==> src/rtl/mac_seq_ctrl.sv <==
// mac_seq_ctrl: sequences one MAC unit through clear / accumulate / capture
// for each job of operand pairs and hands the dot-product downstream on a
// valid/ready result port.
// Optional build macro MAC_SEQ_CTRL_PERF_EN adds the perf_stall output, which
// counts accumulate cycles spent waiting for operands in each job.
module mac_seq_ctrl #(
  parameter int DATA_WIDTH = 8,
  parameter int MAX_LEN    = 8,
  parameter int LEN_W      = $clog2(MAX_LEN + 1)
) (
  input  logic                    clk,
  input  logic                    rst_n,
  input  logic [DATA_WIDTH-1:0]   in_a,
  input  logic [DATA_WIDTH-1:0]   in_b,
  input  logic                    in_last,
  input  logic                    in_valid,
  output logic                    in_ready,
  output logic                    mac_en,
  output logic                    mac_clr,
  output logic [DATA_WIDTH-1:0]   mac_a,
  output logic [DATA_WIDTH-1:0]   mac_b,
  input  logic [3*DATA_WIDTH-1:0] mac_cout,
  output logic [3*DATA_WIDTH-1:0] res_data,
  output logic [LEN_W-1:0]        res_len,
  output logic                    res_trunc,
  output logic                    res_valid,
  input  logic                    res_ready
`ifdef MAC_SEQ_CTRL_PERF_EN
  ,
  output logic [15:0]             perf_stall
`endif
);

  localparam int RES_W = 3 * DATA_WIDTH;

  typedef enum logic [1:0] {S_CLR, S_ACC, S_CAP, S_OUT} state_t;

  state_t             state_q, state_d;
  logic [LEN_W-1:0]   cnt_q, cnt_d;
  logic [RES_W-1:0]   res_data_q, res_data_d;
  logic [LEN_W-1:0]   res_len_q, res_len_d;
  logic               res_trunc_q, res_trunc_d;
  logic               res_valid_q, res_valid_d;
  logic               last_beat;

  // A beat closes the job when flagged last or when it fills the MAX_LEN budget.
  assign last_beat = in_last || (cnt_q == LEN_W'(MAX_LEN - 1));

  // Interface decode straight from the state; operands pass through untouched.
  assign in_ready  = (state_q == S_ACC);
  assign mac_en    = (state_q == S_ACC) && in_valid;
  assign mac_clr   = (state_q == S_CLR) || (state_q == S_CAP);
  assign mac_a     = in_a;
  assign mac_b     = in_b;
  assign res_data  = res_data_q;
  assign res_len   = res_len_q;
  assign res_trunc = res_trunc_q;
  assign res_valid = res_valid_q;

  // Next-state and result-capture logic for the job sequence.
  always_comb begin
    state_d     = state_q;
    cnt_d       = cnt_q;
    res_data_d  = res_data_q;
    res_len_d   = res_len_q;
    res_trunc_d = res_trunc_q;
    res_valid_d = res_valid_q;
    case (state_q)
      S_CLR: begin
        cnt_d   = '0;
        state_d = S_ACC;
      end
      S_ACC: begin
        if (in_valid) begin
          cnt_d = cnt_q + 1'b1;
          if (last_beat) begin
            res_trunc_d = !in_last;
            state_d     = S_CAP;
          end
        end
      end
      S_CAP: begin
        // MAC output is registered, so the final sum is visible one cycle after
        // the last enable; the MAC is cleared in this same cycle.
        res_data_d  = mac_cout;
        res_len_d   = cnt_q;
        res_valid_d = 1'b1;
        cnt_d       = '0;
        state_d     = S_OUT;
      end
      S_OUT: begin
        if (res_ready) begin
          res_valid_d = 1'b0;
          state_d     = S_ACC;
        end
      end
      default: state_d = S_CLR;
    endcase
  end

  // Controller state and result registers; reset discards any job in flight.
  always_ff @(posedge clk or negedge rst_n) begin
    if (!rst_n) begin
      state_q     <= S_CLR;
      cnt_q       <= '0;
      res_data_q  <= '0;
      res_len_q   <= '0;
      res_trunc_q <= 1'b0;
      res_valid_q <= 1'b0;
    end else begin
      state_q     <= state_d;
      cnt_q       <= cnt_d;
      res_data_q  <= res_data_d;
      res_len_q   <= res_len_d;
      res_trunc_q <= res_trunc_d;
      res_valid_q <= res_valid_d;
    end
  end

`ifdef MAC_SEQ_CTRL_PERF_EN
  logic [15:0] stall_q, stall_d;
  logic [15:0] perf_q, perf_d;

  assign perf_stall = perf_q;

  // Saturating count of starved accumulate cycles, snapshotted with the result.
  always_comb begin
    stall_d = stall_q;
    perf_d  = perf_q;
    case (state_q)
      S_CLR: stall_d = '0;
      S_ACC: if (!in_valid && (stall_q != 16'hFFFF)) stall_d = stall_q + 16'd1;
      S_CAP: perf_d = stall_q;
      S_OUT: if (res_ready) stall_d = '0;
      default: stall_d = '0;
    endcase
  end

  // Stall counter and its held snapshot.
  always_ff @(posedge clk or negedge rst_n) begin
    if (!rst_n) begin
      stall_q <= '0;
      perf_q  <= '0;
    end else begin
      stall_q <= stall_d;
      perf_q  <= perf_d;
    end
  end
`endif

endmodule

==> config.mk <==
export PLATFORM = sky130hd
export DESIGN_NAME = mac_seq_ctrl
export DESIGN_NICKNAME = d
export VERILOG_FILES = /design/src/rtl/mac_seq_ctrl.sv
export SDC_FILE = /design/constraint.sdc
export NUM_CORES = 1
export LEC_CHECK = 0
export BUFFER_PORTS_ARGS = -buffer_cell sky130_fd_sc_hd__buf_4
export CAP_MARGIN = 10
export CELL_PAD_IN_SITES_DETAIL_PLACEMENT = 1
export CELL_PAD_IN_SITES_GLOBAL_PLACEMENT = 2
export CORE_MARGIN = 3
export CORE_UTILIZATION = 26
export DETAILED_ROUTE_END_ITERATION = 10
export GPL_TIMING_DRIVEN = 0
export PLACE_DENSITY = 0.86
export SYNTH_ARGS = -nofsm -noshare
export SYNTH_HDL_FRONTEND = slang
export SYNTH_SLANG_ARGS = --single-unit
==> constraint.sdc <==
create_clock -name clk -period 2 [get_ports clk]
set_input_delay 0.2 -clock clk [delete_from_list [all_inputs] [get_ports clk]]
set_output_delay 0.2 -clock clk [all_outputs]
set_load 0.05 [all_outputs]
# Yosys cells after proc, flatten, opt, wreduce, memory -nomap -nowiden
# Cells that the tools add are included.
# op_classes
n_addsub,1
n_eq_ne,7
muxes,8
reduce_logical,12
# op_table
op,count
$pmux 2 s4,1
$pmux 4 s2,1
$mux 2,3
$reduce_and 3->1,2
$add 4x1->4 const B,1
$eq 2x2->1 const B,2
$eq 4x3->1 const B,1
$mux 4,1
$ne 2x2->1 const B,2
$reduce_and 2->1,2
$reduce_bool 2->1,2
$eq 2x1->1 const B,1
$logic_not 2->1,1
$logic_or 1x1->1,2
$ne 2x1->1 const B,1
$pmux 1 s2,1
$reduce_or 2->1,1
$logic_and 1x1->1,1
$logic_not 1->1,1
$mux 1,1
# word_totals
reg_bits,36
out_inout_bits,49
elab_cells,34

# Depth between registers and ports, before layout
# Gate-level depths: netlist of run 1.
# depth
depth_word,5
ltp_mapped,6

# Least setup slack after synthesis of run 1
# OpenSTA, ideal clock, no wires.
# synth_path
path_type,reg2reg
start,reg state_q[1]
end,reg res_trunc_q (netlist: res_trunc)
setup_time_ns,0.080
t_arrival_ns,1.953
required_time_ns,1.920
path_slack_ns,-0.033
path_stages_with_launch,7
n_path_buf,1
period_less_slack_ns,2.033
cell_sequence,dfrtp_1 -> inv_1 -> ha_1 -> buf_2 -> and2_1 -> a21oi_1 -> a21oi_1
# synth_via
elab_chain_len,2
# synth_rtl
item,line,text
"start, declared",38,"state_t state_q, state_d;"
"start signal, assigned",111,state_q <= state_d;
$eq 2x1->1,-,
via in_ready,17,"output logic in_ready,"
$reduce_and 3->1 (no line),-,
"end signal, assigned",115,res_trunc_q <= res_trunc_d;
"end, declared",42,"logic res_trunc_q, res_trunc_d;"
# The timed path passes the listed nets, and every way through them passes these cells.
# A chain may end at the register's enable or synchronous reset.

# Final worst setup path of run 1
# layout_path
start,reg state_q[1]
end,out mac_en
# layout_via
elab_chain_len,2
# layout_rtl
item,line,text
$eq 2x1->1,51,assign mac_en = (state_q == S_ACC) && in_valid;
$logic_and 1x1->1,51,
"end, declared",18,"output logic mac_en,"
# Every way passes these cells.

==> results of run 1 <==
through the flow:
step	instances	utilization (%)	power, mW
floorplan	125	-	3.29
global placement	277	38.5	4.09
detailed placement	277	38.5	4.16
CTS	286	40.8	4.87
global route	286	40.8	5.06
finish	286	40.8	4.80
critical path: cells and delay by family, from the launching register on:
| kind | cells | cell delay (ps) |
|---|---|---|
| flip-flops | 1 | 420 |
| adder cells (fa/ha/maj) | 1 | 200 |
| AND/OR/NAND/NOR | 1 | 200 |
| buffers and inverters | 3 | 540 |
sequential cells by signal, summed over array words and instances, names as in the netlist:
| register | cells |
|---|---|
| res_data | 24 |
| cnt_q | 4 |
| state_q | 2 |
| res_trunc | 1 |
| res_len | 4 |
| res_valid | 1 |
area by class of cell:
type                            instances  area, um2  share of cell area [%]
Tap cell                               75       93.8                    3.78
Sequential cell                        36        901                    36.3
Timing Repair Buffer                   78        588                    23.7
Multi-Input combinational cell         64        614                    24.7
Clock buffer                            7       96.3                    3.88
Clock inverter                          1       30.0                    1.21
Inverter                                5       18.8                   0.755
Buffer                                 20        143                    5.74
worst paths after layout:
path / startpoint / end
hold / removal: in_last / res_trunc
setup reg to reg: state_q[0] / res_data[23]
setup / recovery: state_q[1] / mac_en
hold reg to reg: res_data[3] / res_data[3]
min in group asynchronous: rst_n / res_data[9]
max in group asynchronous: rst_n / res_data[20]
power by group through the flow:
| stage | combinational, mW | sequential, mW | clock (mW) |
|---|---|---|---|
| floorplan | 0.941 | 2.35 | 0 |
| global placement | 2.79 | 1.31 | 0 |
| detailed placement | 2.83 | 1.33 | 0 |
| CTS | 2.83 | 1.31 | 0.728 |
| global route | 2.94 | 1.38 | 0.744 |
| finish | 2.79 | 1.30 | 0.707 |
cell usage in the layout (no fill, tap or decap), drive strengths merged, types with 2 or more instances in the layout:
master   n
buf     97
dfrtp   36
mux2    30
clkbuf   7
ha       6
inv      5
nor2     3
nand2    3
nand2b   3
a21oi    3
nand3    2
nand4    2
o311ai   2
cells in the mapped netlist:
master    number  area, um2
nand4b_1       1       8.76
nand4_1        2       12.5
mux2i_1        1       10.0
nor2_1         3       11.3
o22ai_1        1       6.26
o311ai_1       1       8.76
a31oi_1        1       6.26
buf_4         17        128
nand3b_1       1       7.51
nor3b_2        1       12.5
dfrtp_1       36        901
inv_1          4       15.0
o211ai_1       1       7.51
and2_1         1       6.26
nand2_1        3       11.3
mux2_1        25        282
inv_2          1       3.75
buf_2          3       15.0
nand3_1        2       10.0
nand2b_1       3       18.8
mux2_4         1       15.0
mux2_2         4       45.0
a21oi_1        3       15.0
o311ai_4       1       26.3
ha_1           6       75.1
and3b_4        1       12.5
o21ai_1        1       5.00
cell families after synthesis:
logic type,after synthesis,synth area share (%)
DFF,36,53.8
adders and majority gates,6,4.48
and+or+nand+nor,18,6.65
buffers and inverters,25,9.63
muxes,31,21.0
AOI/OAI and AO/OA,9,4.48
metal layers:
metal	GRT usage [%]	routed length (um)	up-vias
li1	-	-	585
met1	12.4	1530	598
met2	18.6	2060	55
met3	2.47	323	5
met4	5.10	82	0
met5	0	0	-
==> results_dict.tcl, run 1 <==
set metrics [dict create \
    status "completed" \
    synth_seq_cells 36 \
    fp.dieH_um 86.3 \
    fin_crit_ps 1840 \
    routedWlPerCell_um 14.0 \
    drtIter0Drc 36 \
    cp_max_fo 10 \
    dieArea_mm2 0.00744 \
    grt_usage_pct 10.7 \
    vias 1243 \
    cts.sink_count 36 \
    cts_setup_buffers 0 \
    drc_errors 0 \
    whs_ps 121 \
    hpwlAfterDp_um 3150 \
    ff2ff_path_depth 5 \
    critPathMaxStageDelay_ps 420 \
    setup_viol 0 \
    intPower_mw 2.48 \
    slowest_stage "dfrtp_1" \
    drtPass1Iterations 4 \
    leakage_nw 1.23 \
    grt_pass1_wl_um 6180 \
    dp_slack_ps 168 \
    avgViaCountPerCell 4.35 \
    crit_chain "inv_1 -> ha_1 -> buf_2 -> and2_2 -> buf_4" \
    gp_congestion 0.707 \
    power_switching_share_pct 48.3 \
    fmax_mhz 544 \
    crit_required_ps 1800 \
    htreeDepth 2 \
    seqPwrFrac_pct 27.2 \
    n_antenna_cell 0 \
    fin_tns_setup_ps 0 \
    placed_area_mm2 0.00235 \
    core-area_mm2 0.00610 \
    cts-resized-gates 0 \
    cts_hold_buf 1 \
    syn_avg_cell_area_um2 13.4 \
    clk_latency_ps 290 \
    cp-end-kind "output pin" \
    final.setup.worst_slack_ps 162 \
    grt_pass1_vias 1283 \
    final_nets 261 \
    clock_skew_ps 5.82 \
    fin_area_mm2 0.00248 \
    finalCritPeriodShare_pct 91.9 \
    wl_um 4000 \
    switching_power_mw 2.32 \
    clock_tree.root_cell "clkbuf_8" \
    cts_tree "done" \
    worst_hold_path_type "input pin to flop" \
    die_x_um 86.3 \
    area_growth_pct 48.3 \
    whs_path_depth 2 \
    ys_seq_area_share_pct 53.8 \
    synth_cell_types 27 \
    peakVddDrop_uv 910 \
    netlist_instances 125 \
    num_rows 28 \
    antenna_found_initial 0 \
    powerDensity_mw_per_mm2 1930 \
    ant_nets 0 \
    drv_cap 0 \
    hold_viol 0 \
    path_clk_slew_ps 70 \
    tightest_slew_ps 457 \
    grt_max_degree 37 \
    yosys_warnings 0 \
    reg2reg_slack_ps 210 \
    slew_headroom_pct 69.5 \
    port_buffers 77 \
    syn_area_mm2 0.00168 \
    slew_violations 0 \
    clockBufferDepth 2 \
    rsz0062_at_grt "false" \
    critPathKind "flop to output pin" \
    initial_core_util_pct 27.5 \
    grt_overflow 0 \
    critical_path_arrival_ps 1640 \
    crit_path_start_kind "flop" \
    nFillCells 672 \
    synth_fp_nets 176 \
    io_pins 94 \
    cts_made_buffers 5 \
    clkPwrFrac_pct 14.7 \
    comb_power_share_pct 58.1 \
    drive_gt1_share_pct 54.5 \
]
Power figures use the tool's default switching activity.
==> inputs of run 2 (changes only) <==
--- a/config.mk
+++ b/config.mk
@@ -9,11 +9,13 @@
 export CAP_MARGIN = 10
 export CELL_PAD_IN_SITES_DETAIL_PLACEMENT = 1
 export CELL_PAD_IN_SITES_GLOBAL_PLACEMENT = 2
-export CORE_MARGIN = 3
-export CORE_UTILIZATION = 26
+export CORE_MARGIN = 2
+export CORE_UTILIZATION = 27
+export CTS_BUF_LIST = sky130_fd_sc_hd__clkbuf_4
 export DETAILED_ROUTE_END_ITERATION = 10
+export GPL_ROUTABILITY_DRIVEN = 0
 export GPL_TIMING_DRIVEN = 0
-export PLACE_DENSITY = 0.86
+export PLACE_DENSITY = 0.89
 export SYNTH_ARGS = -nofsm -noshare
 export SYNTH_HDL_FRONTEND = slang
 export SYNTH_SLANG_ARGS = --single-unit
==> results_dict.tcl, run 2 (synthesis gave the netlist of run 1 again) <==
set metrics [dict create \
    clk_latency_ps 340 \
    crit_path_start_kind "flop" \
    drv_cap 0 \
    dieArea_mm2 0.00685 \
    clock_skew_ps 11.1 \
    area_growth_pct 44.3 \
    reg2reg_from "state_q[0]" \
    largest_reg_flops 24 \
    fin_crit_ps 1890 \
    critical_path_arrival_ps 1690 \
    critPathKind "flop to output pin" \
    ant_nets 0 \
    fin_cells 286 \
    fp.dieH_um 82.8 \
    fin_tns_setup_ps 0 \
    fmax_mhz 529 \
    clockBufferDepth 2 \
    initial_core_util_pct 28.1 \
    grt_usage_pct 12.2 \
    mostFrequentLayoutCells "buf_4, dfrtp_1, mux2_1" \
    n_antenna_cell 0 \
    cts_tree "done" \
    hpwlAfterDp_um 3020 \
    finalCritPeriodShare_pct 94.6 \
    hold_viol 0 \
    cts.sink_count 36 \
    antenna_found_initial 0 \
    final_nets 261 \
    slew_violations 0 \
    grt_overflow 0 \
    leakage_nw 1.20 \
    powerDensity_mw_per_mm2 1850 \
    path_clk_slew_ps 120 \
    num_rows 28 \
    hold_path_startpoint "res_ready" \
    htreeDepth 2 \
    cp-end-kind "output pin" \
    worst_hold_path_type "input pin to flop" \
    status "completed" \
    drive_gt1_share_pct 54.5 \
    cp_max_fo 10 \
    avgViaCountPerCell 4.40 \
    die_x_um 82.8 \
    port_buffers 77 \
    grt_max_degree 37 \
    setup_viol 0 \
    dp.cells 277 \
    vias 1257 \
    wl_um 3770 \
    ff2ff_path_depth 5 \
    whs_path_depth 2 \
    drc_errors 0 \
    reg2reg_slack_ps 190 \
    whs_ps 43.3 \
    clock_tree.root_cell "clkbuf_4" \
    min_to "res_valid" \
    cts_made_buffers 5 \
    drtPass1Iterations 2 \
    slew_headroom_pct 69.2 \
    drtIter0Drc 52 \
    r2r_end "res_data[22]" \
    crit_required_ps 1800 \
    io_pins 94 \
    grt_pass1_vias 1314 \
    core-area_mm2 0.00596 \
    peakVddDrop_uv 937 \
    grt_pass1_wl_um 6240 \
    final_common_cell "buf_4" \
    tightest_slew_ps 462 \
    routedWlPerCell_um 13.2 \
]
## run 2: layer usage
| metal | share of wire, % | GRT usage (%) | vias up |
|---|---|---|---|
| met5 | 0 | 0 | - |
| met4 | 1.7 | 4.92 | 0 |
| met3 | 9.1 | 3.35 | 7 |
| met2 | 52 | 22.3 | 51 |
| met1 | 37 | 13.1 | 618 |
| li1 | - | - | 581 |
## run 2: critical path, cell delays in order, from the launching register on
cell and delay (ps):
dfrtp_1 430, inv_1 120, ha_1 210, clkbuf_4 210, and2_2 180, buf_4 200
## run 2: cell type report
class	count	area [um2]
fill	668	3540
sequential	36	901
clock inverter	3	13.8
timing repair buffer	78	588
buffer	20	148
tap	75	93.8
inverter	5	18.8
multi-input combinational	64	617
clock buffer	5	37.5
## run 2: where the power goes
part	switching (mW)	leakage [nW]	total, mW	internal [mW]
clock network	0.244	0.0324	0.373	0.129
logic	1.84	0.733	2.80	0.962
registers	0.222	0.434	1.31	1.09
total	2.30	1.20	4.48	2.18
## run 2: how the worst max path moves through the flow
stage	startpoint	end	slack (ps)
global route	state_q[1]	mac_en	-1
global placement	state_q[0]	res_data[22]	180
CTS	state_q[0]	mac_clr	50
detailed placement	state_q[0]	res_data[22]	140
finish	state_q[1]	mac_en	110
floorplan	state_q[1]	state_q[1]	90
## run 2: metrics by stage
step,area (um2),utilization [%],setup WS [ps],total power [mW]
after global placement,2350,39.4,176,4.08
after global routing,2420,40.6,-1.49,4.78
after CTS,2410,40.5,46.3,4.53
after floorplan,1680,-,89.3,3.29
final,2420,40.6,108,4.48
after detailed placement,2350,39.4,138,4.15
## run 2: timing repair
item,4_1_cts,5_1_grt
resized for setup,0,3
hold buffers,1,0
setup buffers,0,0
endpoints found under the setup margin,0,2
hold endpoints to repair,36,0
